### config.mk
export PLATFORM = sky130hd
export DESIGN_NAME = seg_msg_decoder_flat
export DESIGN_NICKNAME = d
export VERILOG_FILES = /design/src/rtl/seg_msg_decoder_if.sv /design/src/rtl/seg_msg_decoder.sv /design/src/flat_wrapper.sv
export SDC_FILE = /design/constraint.sdc
export NUM_CORES = 1
export LEC_CHECK = 0
export ABC_AREA = 1
export BUFFER_PORTS_ARGS = -buffer_cell sky130_fd_sc_hd__buf_2
export CORE_ASPECT_RATIO = 1.4
export CORE_MARGIN = 3
export CORE_UTILIZATION = 45
export DETAILED_ROUTE_END_ITERATION = 8
export HOLD_SLACK_MARGIN = 0.1
export PLACE_DENSITY = 0.67
export SLEW_MARGIN = 40
export SYNTH_ARGS = -nofsm -noshare
export SYNTH_HDL_FRONTEND = slang
export SYNTH_SLANG_ARGS = --single-unit
### constraint.sdc
create_clock -name clk -period 2.7 [get_ports clk]
set_clock_uncertainty 0.15 [all_clocks]
set_input_delay 0.135 -clock clk [delete_from_list [all_inputs] [get_ports clk]]
set_output_delay 0.135 -clock clk [all_outputs]
set_load 0.01 [all_outputs]
### src/rtl/seg_msg_decoder_if.sv
// Bundles the segment-link inputs and the decoder status outputs between a
// stimulus/host side (master) and the decoder (slave).
interface seg_msg_decoder_if #(
    parameter int CNT_W = 8
);
    logic             ena;
    logic [7:0]       seg_in;
    logic             seg_stb;
    logic             sym_valid;
    logic [3:0]       sym_code;
    logic             match;
    logic [3:0]       pos;
    logic             msg_done;
    logic             err;
    logic [CNT_W-1:0] msg_count;

    modport master (
        output ena, seg_in, seg_stb,
        input  sym_valid, sym_code, match, pos, msg_done, err, msg_count
    );

    modport slave (
        input  ena, seg_in, seg_stb,
        output sym_valid, sym_code, match, pos, msg_done, err, msg_count
    );
endinterface

### src/rtl/seg_msg_decoder.sv
// Receive end of the 7-segment message link: synchronises the strobe, decodes
// each segment byte and tracks it against the fixed 14-symbol message.
module seg_msg_decoder #(
    parameter int SYNC_STAGES = 2,
    parameter int CNT_W       = 8
) (
    input  logic              clk,
    input  logic              rst_n,
    seg_msg_decoder_if.slave  bus
);
    typedef enum logic {HUNT, TRACK} state_t;

    localparam logic [3:0] LAST_POS = 4'd13;

    logic [SYNC_STAGES-1:0] sync_reg;
    logic                   prev_reg;
    logic                   stb_edge;

    state_t           state_reg, state_next;
    logic [3:0]       pos_reg, pos_next;
    logic             err_reg, err_next;
    logic [CNT_W-1:0] count_reg, count_next;
    logic             sym_valid_reg, sym_valid_next;
    logic             done_reg, done_next;
    logic [3:0]       code_reg, code_next;
    logic             match_reg, match_next;
    logic [3:0]       dec_code;
    logic [3:0]       exp_code;

    always_ff @(posedge clk) begin
        if (!rst_n) begin
            sync_reg[0] <= 1'b0;
            prev_reg    <= 1'b0;
        end else begin
            sync_reg[0] <= bus.seg_stb;
            prev_reg    <= sync_reg[SYNC_STAGES-1];
        end
    end

    generate
        for (genvar gi = 1; gi < SYNC_STAGES; gi++) begin : g_sync
            always_ff @(posedge clk) begin
                if (!rst_n) sync_reg[gi] <= 1'b0;
                else        sync_reg[gi] <= sync_reg[gi-1];
            end
        end
    endgenerate

    // Sync chain keeps running while disabled so no stale edge appears on re-enable.
    assign stb_edge = sync_reg[SYNC_STAGES-1] & ~prev_reg & bus.ena;

    always_comb begin
        case (bus.seg_in)
            8'h5B:   dec_code = 4'h1;
            8'h4F:   dec_code = 4'h2;
            8'h15:   dec_code = 4'h3;
            8'h7E:   dec_code = 4'h4;
            8'h0E:   dec_code = 4'h5;
            8'h5F:   dec_code = 4'h6;
            8'h3E:   dec_code = 4'h7;
            8'h80:   dec_code = 4'h8;
            8'h00:   dec_code = 4'h0;
            default: dec_code = 4'hF;
        endcase
    end

    always_comb begin
        case (pos_reg)
            4'd0:    exp_code = 4'h1;
            4'd1:    exp_code = 4'h2;
            4'd2:    exp_code = 4'h3;
            4'd3:    exp_code = 4'h4;
            4'd4:    exp_code = 4'h5;
            4'd5:    exp_code = 4'h6;
            4'd6:    exp_code = 4'h7;
            4'd7:    exp_code = 4'h5;
            4'd8:    exp_code = 4'h6;
            4'd9:    exp_code = 4'h4;
            4'd10:   exp_code = 4'h3;
            4'd11:   exp_code = 4'h7;
            4'd12:   exp_code = 4'h5;
            4'd13:   exp_code = 4'h8;
            default: exp_code = 4'hF;
        endcase
    end

    always_comb begin
        state_next     = state_reg;
        pos_next       = pos_reg;
        err_next       = err_reg;
        count_next     = count_reg;
        sym_valid_next = 1'b0;
        done_next      = 1'b0;
        code_next      = code_reg;
        match_next     = match_reg;
        if (stb_edge) begin
            sym_valid_next = 1'b1;
            code_next      = dec_code;
            match_next     = 1'b0;
            // Blanks are reported but never advance or disturb the sequence.
            if (dec_code != 4'h0) begin
                case (state_reg)
                    HUNT: begin
                        if (dec_code == 4'h1) begin
                            match_next = 1'b1;
                            pos_next   = 4'd1;
                            state_next = TRACK;
                        end
                    end
                    TRACK: begin
                        if (dec_code == exp_code) begin
                            match_next = 1'b1;
                            if (pos_reg == LAST_POS) begin
                                done_next  = 1'b1;
                                pos_next   = 4'd0;
                                state_next = HUNT;
                                if (count_reg != '1)
                                    count_next = count_reg + CNT_W'(1);
                            end else begin
                                pos_next = pos_reg + 4'd1;
                            end
                        end else begin
                            err_next = 1'b1;
                            if (dec_code == 4'h1) begin
                                pos_next = 4'd1;
                            end else begin
                                pos_next   = 4'd0;
                                state_next = HUNT;
                            end
                        end
                    end
                    default: state_next = HUNT;
                endcase
            end
        end
    end

    always_ff @(posedge clk) begin
        if (!rst_n) begin
            state_reg     <= HUNT;
            pos_reg       <= 4'd0;
            err_reg       <= 1'b0;
            count_reg     <= '0;
            sym_valid_reg <= 1'b0;
            done_reg      <= 1'b0;
            code_reg      <= 4'h0;
            match_reg     <= 1'b0;
        end else begin
            state_reg     <= state_next;
            pos_reg       <= pos_next;
            err_reg       <= err_next;
            count_reg     <= count_next;
            sym_valid_reg <= sym_valid_next;
            done_reg      <= done_next;
            code_reg      <= code_next;
            match_reg     <= match_next;
        end
    end

    assign bus.sym_valid = sym_valid_reg;
    assign bus.sym_code  = code_reg;
    assign bus.match     = match_reg;
    assign bus.pos       = pos_reg;
    assign bus.msg_done  = done_reg;
    assign bus.err       = err_reg;
    assign bus.msg_count = count_reg;
endmodule
### src/flat_wrapper.sv
// flat-port wrapper written by rule: the top's interface ports become plain ports
module seg_msg_decoder_flat 
#(
    parameter int SYNC_STAGES = 2,
    parameter int CNT_W       = 8
)
  (clk, rst_n, bus_ena, bus_seg_in, bus_seg_stb, bus_sym_valid, bus_sym_code, bus_match, bus_pos, bus_msg_done, bus_err, bus_msg_count);
  seg_msg_decoder_if #(.CNT_W(CNT_W)) bus_i ();
  input  logic clk;
  input  logic rst_n;
  input wire logic [$bits(bus_i.ena)-1:0] bus_ena;
  input wire logic [$bits(bus_i.seg_in)-1:0] bus_seg_in;
  input wire logic [$bits(bus_i.seg_stb)-1:0] bus_seg_stb;
  output wire logic [$bits(bus_i.sym_valid)-1:0] bus_sym_valid;
  output wire logic [$bits(bus_i.sym_code)-1:0] bus_sym_code;
  output wire logic [$bits(bus_i.match)-1:0] bus_match;
  output wire logic [$bits(bus_i.pos)-1:0] bus_pos;
  output wire logic [$bits(bus_i.msg_done)-1:0] bus_msg_done;
  output wire logic [$bits(bus_i.err)-1:0] bus_err;
  output wire logic [$bits(bus_i.msg_count)-1:0] bus_msg_count;
  assign bus_i.ena = bus_ena;
  assign bus_i.seg_in = bus_seg_in;
  assign bus_i.seg_stb = bus_seg_stb;
  assign bus_sym_valid = bus_i.sym_valid;
  assign bus_sym_code = bus_i.sym_code;
  assign bus_match = bus_i.match;
  assign bus_pos = bus_i.pos;
  assign bus_msg_done = bus_i.msg_done;
  assign bus_err = bus_i.err;
  assign bus_msg_count = bus_i.msg_count;
  seg_msg_decoder #(.SYNC_STAGES(SYNC_STAGES), .CNT_W(CNT_W)) u_core (.clk(clk), .rst_n(rst_n), .bus(bus_i));
endmodule
Word level (Yosys, flattened, before mapping)
Memory sizes are Yosys's and may differ from the RTL's. A register that Yosys moved wholly into a read port is not among the register bits.
Cells that the tools add are included.
Word-level totals
  memory bits (read-only): 64
  memories kept: 1
  output and inout bits: 20
  flip-flop bits (word level): 24
  word-level logic and storage cells: 56
  bits of input ports: 12
Operators by class
  reduce and logical (&&, ||, !) cells: 7
  add/sub/neg operators: 2
  multiplexer cells: 17
  equal/unequal tests: 13
  bitwise logic cells: 5
Memories
  (name not given): depth 16, bits a word 4, read ports 1, clocked after Yosys merged registers in 1, wr ports 0, line seg_msg_decoder.sv:68  | case (pos_reg)
Operator list (count)
  4-bit one-hot mux with 9 select lines: 1
  8-bit by 7-bit equality test with 1-bit output (second input constant): 4
  4-bit 2-to-1 mux: 5
  8-bit by 1-bit adder with 8-bit output (second input constant): 1
  8-bit by 4-bit equality test with 1-bit output (second input constant): 1
  8-bit by 5-bit equality test with 1-bit output (second input constant): 1
  8-bit by 6-bit equality test with 1-bit output (second input constant): 1
  8-bit equality test (second input constant): 1
  8-bit zero test: 1
  1-bit 2-to-1 mux: 8
  8-bit inequality test (second input constant): 1
  4-bit one-hot mux with 2 select lines: 1
  6-bit AND reduction: 1
  5-bit AND reduction: 1
  4-bit by 1-bit adder with 4-bit output (second input constant): 1
  4-bit by 1-bit equality test with 1-bit output (second input constant): 1
  4-bit equality test: 1
  4-bit equality test (second input constant): 1
  1-bit one-hot mux with 2 select lines: 2
  4-bit AND reduction: 1
  4-bit nonzero test: 1
  1-bit inverter: 3
  3-bit AND reduction: 1
  1-bit AND: 2
  2 further kinds: 2

Longest topological paths before layout
  depth in word-level cells: 8
  mapped depth: 21
  depth with buffers taken out: 21

Least setup slack after synthesis
Ideal clock, no wire load.
  path kind: reg-to-reg
  start point: register u_core.pos_reg[1] (netlist: u_core.bus.pos[1])
  end point: register u_core.exp_code[0] (netlist name)
  stages on the path, launching flop included: 15
  arrival time: 2113 ps
  period minus slack after synthesis: 2321 ps
  slack: 379 ps
  library setup time: 58 ps
  buffers on the path: 0
  data required time: 2492 ps
  cell sequence: dfxtp_1 inv_1 ha_1 nand3_1 inv_1 or2_2 inv_1 nand3_1 nand2_1 nand2_1 nor2_1 inv_1 ha_1 or2_1 nand2_1
Between the ends
  longest elaborated chain between the ends: 6
  elaborated cells on any way between the ends: 7
  classes of those cells: 1 x add/sub; 1 x eq/ne; 5 x mux
Ends and longest elaborated chain
  start: declaration: line seg_msg_decoder.sv:20  | logic [3:0] pos_reg, pos_next;
  start signal: assignment: line seg_msg_decoder.sv:150  | pos_reg <= pos_next;
  4-bit by 1-bit adder with 4-bit output / 4-bit equality test (equally long branches): line seg_msg_decoder.sv:120, seg_msg_decoder.sv:113
  4-bit 2-to-1 mux: line seg_msg_decoder.sv:113  | if (pos_reg == LAST_POS) begin
  4-bit 2-to-1 mux: line seg_msg_decoder.sv:111  | if (dec_code == exp_code) begin
  4-bit one-hot mux with 2 select lines: line seg_msg_decoder.sv:102  | case (state_reg)
  4-bit 2-to-1 mux (no line) (*) (2 in series)
Every way passes the cells marked *; elsewhere a longest branch is shown, timed or not.
A chain may end at the register's enable or synchronous reset.

Final worst setup path
  start point: register u_core.pos_reg[1] (netlist: u_core.bus.pos[1])
  end point: register u_core.exp_code[0] (netlist name)
Between the ends
  longest elaborated chain between the ends: 6
  elaborated cells on any way between the ends: 7
  classes of those cells: 1 x add/sub; 1 x eq/ne; 5 x mux
Ends and longest elaborated chain (line)
  4-bit by 1-bit adder with 4-bit output / 4-bit equality test (equally long branches): seg_msg_decoder.sv:120, seg_msg_decoder.sv:113
  4-bit 2-to-1 mux: seg_msg_decoder.sv:113
  4-bit 2-to-1 mux: seg_msg_decoder.sv:111
  4-bit one-hot mux with 2 select lines: seg_msg_decoder.sv:102
  4-bit 2-to-1 mux (no line) (*) (2 in series)
Marked as above.

==> impl_results.md <==
* Outcome: complete, no violations
* Port Buffers at 31
* Gpl congestion at 0.841
* Worst min path class: in2reg
* Worst-Skew Late Latency at 280 ps
* Total negative slack at 0 ps
* Max Cap Viol at 0
* Mapped Avg Cell Area at 6.70 um2
* Syn Nets at 283
* Most used DFF post-synth: dfxtp_1
* Max rail drop VDD at 0.221 mV
* Critical path capture point type: flop
* Seq cells post-synth at 28
* Crit-path max cell delay at 390 ps
* Crit-path cells: inv_1, ha_1, nand3_1, inv_1, or2_2, inv_1, nand3_1, nand2_1, nand2_1, nor2_1, inv_1, ha_1, or2_1, nand2_1
* First-pass GRT wire length at 6.22 mm
* Synthesized area at 0.00177 mm2
* CP Launch Type: flop
* Worst EP arrival at 2380 ps
* GRT Total Usage at 16.8%
* Slew Viols, Final at 0
* H-tree Lvls at 1
* DR vias/cell at 4.82
* Non-Filler Instances at 346
* Cell Rows at 26
* Hpwl dp at 2.99 mm
* Async SR Flop Fraction at 0%
* Vias in the first global route at 1481
* Die Y at 80.2 um
* Leading cell types in the layout, fill and taps excluded: 59 x nand2_1, 42 x inv_1, 36 x nor2_1
* Slowest CP cell: dfxtp_1
* Pre-antenna DRT Iters at 4
* Hold Vio Cnt, Final at 0
* CTS Buf Count at 3
* Post-CTS setup buffers at 0
* Routed WL per cell at 10.9 um
* CTS Hold Bufs at 3
* Slew @ Worst Pin at 420 ps
* Ratio of cells with drive above 1 in the final layout at 23.4%
* WP buf/inv at 4
* Root buffer cell: clkbuf_8
* Ports at 32
* Longest Clk Path Bufs at 2
* CP most frequent cell: inv_1
* Number of synthesized flops with an enable pin at 0
* Largest net degree at the start of global routing at 17
* CP max FO at 4
* Worst EP required at 2770 ps
* Die X at 59.0 um
* Total power at 0.802 mW
* Most common cell after layout, fill and taps aside: nand2_1
* Min Hold Slack at 161 ps
* R2r startpoint: u_core.bus.pos[1]$_SDFFE_PN0N_
* Relative slew slack at 71.8%
* Yosys Warn Count at 0
* Clock slew at reported path FFs at 100 ps
* Post-CTS Resized at 0
* Initial antenna violation count at 0
* Clock Sink Count at 28
* DRT iter0 DRCs at 47
* Drt drc at 0
* Die area at 0.00473 mm2
* RSZ-0062 raised after global routing: no
* Routed vias at 1669
* Core Footprint at 0.00371 mm2
* Max Clock Freq at 0.432 GHz
* P_leak at 1.13 nW
* Ant. Diodes at 0
* Max FFs per register at 8
* Mapped Cells at 264
* Number of routed nets with antenna violations at 0
* Area grow syn2layout at 18.5%
* Critical path class: reg2reg
* CTS tree: built
* Synth cell types at 32
* Starting density of the core at 47.7%
* CP top delay family: simple AND/OR/NAND/NOR gates
* Fin crit share at 85.7%
* Drt total wl at 3.78 mm
* GR Overflow Total at 0
* Cells after DPL at 339
* Final Critical Period at 2310 ps
* Fin nets at 324
* Seq/Total Area, Yosys at 31.7%
* Final setup vio count at 0
* Crit. Startpoint: u_core.bus.pos[1]$_SDFFE_PN0N_
* Power Density at 383 mW/mm2
* Hold Startpoint: bus_ena
## stage by stage
stage | worst slack [ps] | instance area, um2 | util (%)
after global routing | 157 | 2100 | 56.5
after detailed placement | 121 | 2000 | 53.8
after global placement | 144 | 2000 | 53.8
after floorplan | 379 | 1770 | -
final | 387 | 2100 | 56.5
after CTS | 372 | 2100 | 56.5
## report_power, final
group          switching (mW)  total (mW)  internal, mW
combinational          0.0368      0.0582        0.0214
clock                   0.127       0.326         0.199
sequential            0.00157       0.418         0.417
total                   0.166       0.802         0.637
## Yosys cell counts (2+ instances only)
library cell	n	share of area (%)
nor2_4	2	1.3
xnor2_1	3	1.5
a21oi_1	11	3.1
inv_2	4	0.85
ha_1	7	5.0
nor2_2	2	0.71
nand3_1	18	5.1
nand2_1	59	13
nor3_1	5	1.4
dfxtp_1	28	32
nor2_1	36	7.6
nand2_2	14	5.0
inv_1	42	8.9
nand2_4	2	1.3
o21ai_0	10	2.8
xor2_1	2	0.99
nand4_1	4	1.4
## worst paths after layout
check	to	cells after the start	slack (ps)
setup / recovery	u_core.exp_code[0]$_DFF_P_	14	390
hold / removal	u_core.bus.sym_valid$_SDFF_PN0_	5	160
setup reg to reg	u_core.exp_code[0]$_DFF_P_	14	390
hold reg to reg	u_core.sync_reg[1]$_SDFF_PN0_	2	270
## worst register-to-register path: stages, from the launching register on
cell	delay (ps)
dfxtp_1	390
inv_1	70
ha_1	170
nand3_1	90
inv_1	70
or2_2	270
inv_1	50
nand3_1	70
nand2_1	60
nand2_1	90
nor2_1	190
inv_1	90
ha_1	200
or2_1	240
nand2_1	60
## cell type report
| cell class | instances | area, um2 |
|---|---|---|
| Multi-Input combinational cell | 188 | 1020 |
| Inverter | 46 | 173 |
| Fill cell | 379 | 1610 |
| Clock inverter | 1 | 30.0 |
| Sequential cell | 28 | 561 |
| Clock buffer | 3 | 41.3 |
| Timing Repair Buffer | 38 | 215 |
| Tap cell | 42 | 52.6 |
## layer usage
layer | up-vias | share of wire [%] | track usage (%)
li1 | 902 | - | -
met1 | 727 | 45 | 20.1
met2 | 34 | 50 | 29.6
met3 | 6 | 3.9 | 2.57
met4 | 0 | 1.5 | 5.67
met5 | - | 0 | 0
## cell families (layout without fill, tap and decap cells)
group,count (synthesis),in the layout,share of synthesized area [%]
AND/OR/NAND/NOR,151,151,42.6
buffers and inverters,48,88,10.4
flip-flops,28,28,31.7
AO/OA/AOI/OAI,25,25,7.92
adder cells (fa/ha/maj),7,7,4.95
XOR/XNOR,5,5,2.48
Power figures use the tool's default switching activity.
